<file path="config.mk">
export PLATFORM = sky130hd
export DESIGN_NAME = alu_serial
export DESIGN_NICKNAME = d
export VERILOG_FILES = /design/src/rtl/alu_serial.sv
export SDC_FILE = /design/constraint.sdc
export NUM_CORES = 1
export LEC_CHECK = 0
export BUFFER_PORTS_ARGS = -buffer_cell sky130_fd_sc_hd__buf_2
export CAP_MARGIN = 5
export CORE_ASPECT_RATIO = 0.7
export CORE_MARGIN = 2
export CORE_UTILIZATION = 40
export CTS_CLUSTER_SIZE = 28
export DETAILED_ROUTE_END_ITERATION = 8
export PLACE_DENSITY = 0.7
export SLEW_MARGIN = 20
export SYNTH_ARGS = -nofsm -noshare
export SYNTH_HDL_FRONTEND = slang
export SYNTH_SLANG_ARGS = --single-unit
</file>
<file path="constraint.sdc">
create_clock -name clk -period 5.1 [get_ports clk]
set_clock_uncertainty 0.15 [all_clocks]
set_input_delay 0.255 -clock clk [delete_from_list [all_inputs] [get_ports clk]]
set_output_delay 0.255 -clock clk [all_outputs]
set_load 0.01 [all_outputs]
</file>
<file path="src/rtl/alu_serial.sv">
`default_nettype none
// ============================================================================
// Module   : alu_serial
// Brief    : Digit-serial 16-function logic/arithmetic ALU, D bits per clock,
//            LSB digit first, start/busy/done handshake.
// Revision : 1.0 - initial release
// ============================================================================
module alu_serial #(
    parameter int N = 32,
    parameter int D = 8
) (
    input  logic         clk,
    input  logic         reset,
    input  logic         start,
    input  logic [N-1:0] a,
    input  logic [N-1:0] b,
    input  logic         cin,
    input  logic         m,
    input  logic [3:0]   s,
    output logic         busy,
    output logic         done,
    output logic [N-1:0] out,
    output logic         cout,
    output logic         overflow,
    output logic         zero
);

    localparam int c_DS   = (D < 1) ? 1 : D;
    localparam int c_K    = N / c_DS;
    localparam int c_CW   = (c_K > 1) ? $clog2(c_K) : 1;
    localparam logic [c_CW-1:0] c_LAST = c_CW'(c_K - 1);

    if ((D < 1) || (D > N) || ((N % c_DS) != 0)) begin : g_param_check
        $error("alu_serial: N must be a multiple of D with 1 <= D <= N");
    end

    typedef enum logic [0:0] {
        S_IDLE = 1'b0,
        S_RUN  = 1'b1
    } state_t;

    state_t          r_state;
    logic [N-1:0]    r_a;
    logic [N-1:0]    r_b;
    logic            r_carry;
    logic            r_m;
    logic [3:0]      r_s;
    logic [c_CW-1:0] r_cnt;
    logic            r_busy;
    logic            r_done;
    logic [N-1:0]    r_out;
    logic            r_cout;
    logic            r_ovf;
    logic            r_zero;

    logic [D-1:0]    w_ad;
    logic [D-1:0]    w_bd;
    logic [D-1:0]    w_x;
    logic [D-1:0]    w_y;
    logic [D-1:0]    w_logic;
    logic [D:0]      w_sum;
    logic [D-1:0]    w_res;
    logic [N-1:0]    w_a_next;
    logic [N-1:0]    w_b_next;

    // Only the lowest digit of each operand register is live; the rest shift down.
    always_comb begin
        w_ad    = r_a[D-1:0];
        w_bd    = r_b[D-1:0];
        w_logic = '0;
        w_x     = '0;
        w_y     = '0;
        case (r_s)
            4'd0:  begin w_logic = ~w_ad;          w_x = w_ad;          w_y = '1;            end
            4'd1:  begin w_logic = ~(w_ad & w_bd); w_x = w_ad & w_bd;   w_y = '1;            end
            4'd2:  begin w_logic = ~w_ad | w_bd;   w_x = w_ad & ~w_bd;  w_y = '1;            end
            4'd3:  begin w_logic = '1;             w_x = '1;            w_y = '0;            end
            4'd4:  begin w_logic = ~(w_ad | w_bd); w_x = w_ad;          w_y = w_ad | ~w_bd;  end
            4'd5:  begin w_logic = ~w_bd;          w_x = w_ad & w_bd;   w_y = w_ad | ~w_bd;  end
            4'd6:  begin w_logic = ~(w_ad ^ w_bd); w_x = w_ad;          w_y = ~w_bd;         end
            4'd7:  begin w_logic = w_ad | ~w_bd;   w_x = w_ad | ~w_bd;  w_y = '0;            end
            4'd8:  begin w_logic = ~w_ad & w_bd;   w_x = w_ad;          w_y = w_ad | w_bd;   end
            4'd9:  begin w_logic = w_ad ^ w_bd;    w_x = w_ad;          w_y = w_bd;          end
            4'd10: begin w_logic = w_bd;           w_x = w_ad & ~w_bd;  w_y = w_ad | w_bd;   end
            4'd11: begin w_logic = w_ad | w_bd;    w_x = w_ad | w_bd;   w_y = '0;            end
            4'd12: begin w_logic = '0;             w_x = w_ad;          w_y = w_ad;          end
            4'd13: begin w_logic = w_ad & ~w_bd;   w_x = w_ad & w_bd;   w_y = w_ad;          end
            4'd14: begin w_logic = w_ad & w_bd;    w_x = w_ad & ~w_bd;  w_y = w_ad;          end
            default: begin w_logic = w_ad;         w_x = w_ad;          w_y = '0;            end
        endcase
        w_sum = {1'b0, w_x} + {1'b0, w_y} + {{D{1'b0}}, r_carry};
        w_res = r_m ? w_sum[D-1:0] : w_logic;
    end

    // Result digits enter at the top of r_a, so after K steps r_a holds the result.
    if (D == N) begin : g_single_digit
        assign w_a_next = w_res;
        assign w_b_next = r_b;
    end else begin : g_multi_digit
        assign w_a_next = {w_res, r_a[N-1:D]};
        assign w_b_next = {{D{1'b0}}, r_b[N-1:D]};
    end

    always_ff @(posedge clk or posedge reset) begin
        if (reset) begin
            r_state <= S_IDLE;
            r_a     <= '0;
            r_b     <= '0;
            r_carry <= 1'b0;
            r_m     <= 1'b0;
            r_s     <= 4'd0;
            r_cnt   <= '0;
            r_busy  <= 1'b0;
            r_done  <= 1'b0;
            r_out   <= '0;
            r_cout  <= 1'b0;
            r_ovf   <= 1'b0;
            r_zero  <= 1'b0;
        end else begin
            r_done <= 1'b0;
            case (r_state)
                S_IDLE: begin
                    if (start) begin
                        r_a     <= a;
                        r_b     <= b;
                        r_carry <= cin;
                        r_m     <= m;
                        r_s     <= s;
                        r_cnt   <= '0;
                        r_busy  <= 1'b1;
                        r_state <= S_RUN;
                    end
                end
                S_RUN: begin
                    r_a     <= w_a_next;
                    r_b     <= w_b_next;
                    r_carry <= w_sum[D];
                    if (r_cnt == c_LAST) begin
                        r_state <= S_IDLE;
                        r_busy  <= 1'b0;
                        r_done  <= 1'b1;
                        r_out   <= w_a_next;
                        r_cout  <= r_m & w_sum[D];
                        r_ovf   <= r_m & (w_x[D-1] == w_y[D-1]) & (w_sum[D-1] != w_x[D-1]);
                        r_zero  <= (w_a_next == '0);
                    end else begin
                        r_cnt <= r_cnt + 1'b1;
                    end
                end
                default: r_state <= S_IDLE;
            endcase
        end
    end

    assign busy     = r_busy;
    assign done     = r_done;
    assign out      = r_out;
    assign cout     = r_cout;
    assign overflow = r_ovf;
    assign zero     = r_zero;

endmodule
`default_nettype wire

</file>
==> metrics.md <==
| Metric | Value |
|---|---|
| # nets final | 998 |
| CTS buffer count | 9 |
| Routing usage on met2 | 32.3% |
| Vias in the first global route | 6099 |
| 1st-iter DRT viols | 659 |
| Ys flop type | dfrtp_1 |
| Core footprint | 17900 um2 |
| Max-Cap Viols | 0 |
| DR WL/cell | 19.5 um |
| Met3 GRT Util | 7.26% |
| Syn_area_per_cell | 9.12 um2 |
| ANT cells | 0 |
| #FFs+latches synth | 110 |
| Die Y-Extent | 117 um |
| Crit path arrival time | 4170 ps |
| Fin Setup TNS | 0 ps |
| Dpl hpwl | 16.0 mm |
| Cell count after synthesis | 797 |
| Static Leak | 3.81 nW |
| Port bufs | 109 |
| Cell Chain, Critical Path | buf_12 > nor2b_2 > nor2_1 > a32oi_1 > a31oi_1 > fa_1 > fa_1 > a21oi_1 > o21ai_0 > a21oi_1 > xnor2_1 > a2bb2oi_2 > nand4_1 > o31ai_2 |
| Layout Cell Area excl Fill | 8380 um2 |
| Hold WC Path Type | in -> reg |
| Pwr/cell area | 759 nW/um2 |
| Max FO, Critical Path | 57 |
| Slew headroom | 41.5% |
| Syn Nets | 912 |
| Filler Cell Count | 1721 |
| Top-count cell post-synth | dfrtp_1 |
| Layout cell share with drive strength beyond 1 | 20.2% |
| CP required | 5210 ps |
| Async set-reset flop share out of synthesis | 100% |
| CTS tree | built |
| Area contributors post-synth | dfrtp_1 (38%), mux2i_1 (9.4%), ha_1 (6.9%) |
| Initial Utilization | 40.6% |
| Largest net degree at the start of global routing | 129 |
| Setup crit end kind | register |
| GP Congestion | 0.976 |
| DRC | 0 |
| CP peak stage delay | 480 ps |
| GRT overflow | 0 |
| Status | complete, no violations |
| Post-Syn Area | 7270 um2 |
| Hold WS | 17.9 ps |
| Type of origin of the critical path | register |
| Synth top area share | 37.9% |
| Via-to-Cell Ratio | 5.77 |
| RSZ-0062 raised after global routing | no |
| Max Slew Vio Count | 0 |
| Global route hottest layer | met1 |
| Antenna viol nets, final | 0 |
| Count of final setup violators | 0 |
| Post-route minimum period | 4060 ps |
| Setup CP Type | reg -> reg |
| Peak supply drop | 0.293 mV |
| CTS clk-pin slew, worst paths | 80 ps |
| CTS Sinks | 110 |
| Top-level port count | 110 |
| Placed inst area | 7930 um2 |
| Grt met1 use | 35.6% |
| Final worst-path cycle share | 79.7% |
| Post-synth top cells | dfrtp_1 (110), nand2_1 (107), o21ai_0 (93), mux2i_1 (68), nor2_1 (43) |
| First-pass GRT wire length | 34.5 mm |
| CTS Buffer Depth | 2 |
| Part of the Yosys area used for sequential elements | 37.9% |
| Synth area leader | dfrtp_1 |
| Unique masters post-synth | 66 |
| Antenna violations before repair | 0 |
| All-Layer GR Usage | 23.4% |
| Drt pass-1 iters | 7 |
| # rows | 41 |
| Die ar. | 19300 um2 |
| Skew-Pair Late Insertion Delay | 350 ps |
| Vias | 6481 |
| Slew at the pin with the worst max-slew slack | 875 ps |
| Post-synth EDFFs | 0 |
| Die width | 165 um |
| Routed wire length | 22.0 mm |
| Clk root buf | clkbuf_16 |
| Hold path depth | 3 |
| Htree depth | 3 |
| Reg2Reg Depth | 14 |
| Maximum clock rate | 246 MHz |
| Slowest CP cell | fa_1 |
| Final Hold Vio Count | 0 |
| Warnings from Yosys | 0 |
| Area growth syn-to-layout | 15.3% |
==> registers in the layout, indices dropped and copies added, names as in the netlist <==
signal,cells
overflow,1
out,32
r_s,4
r_a,32
r_m,1
busy,1
cout,1
r_cnt,2
zero,1
r_carry,1
done,1
r_b,32
r_state,1
==> where the power goes <==
group          internal [mW]  switching [mW]
combinational           1.56            2.29
clock                  0.397           0.350
sequential              1.27           0.494
==> critical path: cells and delay by family, from the launching register on <==
kind                     cells  cell delay (ps)
AO/OA/AOI/OAI                7             1370
flip-flops                   1              410
AND/OR/NAND/NOR              3              780
adder cells (fa/ha/maj)      2              930
XOR/XNOR                     1              120
buffers and inverters        1              200
==> per-layer routing <==
layer  vias to the layer above  wire length, um
met4                         0              300
met2                       278             8950
met3                        22             2220
met5                         -                0
li1                       3064                -
met1                      3117            10500
==> cell type report <==
type	count	area (um2)	share of cell area, %
inverter	29	111	1.33
clock inverter	6	86.3	1.03
sequential	110	2760	32.9
tap	236	295	3.52
clock buffer	10	229	2.73
multi-input combinational	599	4110	49.1
timing repair buffer	134	791	9.43
==> path summary, 6_finish.rpt <==
path | slack (ps) | startpoint | endpoint
setup reg to reg | 1040 | r_s[2] | zero
min in group asynchronous | 440 | reset | out[15]
max in group asynchronous | 3230 | reset | r_a[14]
hold / removal | 20 | b[27] | r_b[27]
hold reg to reg | 330 | cout | cout
setup / recovery | 1040 | r_s[2] | zero
==> repair_timing <==
item / 4_1_cts / 5_1_grt
setup endpoints to repair: 0 / 0
setup buffers: 0 / 0
hold buffers: 12 / 0
resized for setup: 0 / 0
endpoints found under the hold margin: 70 / 0
==> cell usage in the layout (no fill, tap or decap), drive strengths merged, types with 3 or more instances in the layout <==
cell / synthesis / layout
clkinv: 2 / 3
nand2b: 11 / 11
ha: 40 / 40
dlygate4sd3: 0 / 12
nor4: 7 / 7
or3: 4 / 4
a211oi: 10 / 10
a2bb2oi: 3 / 3
nand2: 107 / 107
o211ai: 6 / 6
o311ai: 3 / 3
o22ai: 11 / 11
a21oi: 36 / 36
nand4: 4 / 4
mux2i: 68 / 68
o22a: 3 / 3
xnor2: 6 / 6
nor3: 5 / 5
inv: 27 / 31
nand3: 13 / 13
clkbuf: 29 / 10
a221oi: 3 / 3
a31oi: 9 / 9
o31ai: 7 / 7
mux2: 30 / 30
a21o: 3 / 3
o21a: 3 / 3
nor3b: 4 / 4
nor2b: 16 / 16
buf: 30 / 122
a32oi: 6 / 6
nor2: 43 / 43
o221ai: 13 / 13
dfrtp: 110 / 110
o21bai: 3 / 3
o21ai: 94 / 94
==> per-stage QoR <==
step	power [mW]	utilization (%)	cells	setup WS, ps
CTS	6.28	46.7	1123	1110
global placement	5.50	44.3	1095	1260
detailed placement	5.49	44.3	1095	1210
finish	6.36	46.8	1124	1040
floorplan	4.41	-	797	1410
global route	6.88	46.8	1124	858
==> logic make-up after synthesis <==
kind of cell / count (synthesis) / share of synthesized area (%)
compound gates: 228 / 20.1
simple gates: 224 / 14.2
flops: 110 / 37.9
mux: 98 / 14.0
buf+inv: 88 / 5.54
fa+ha+maj: 42 / 7.44
xor+xnor: 7 / 0.843
(Power assumes the default switching activity.)
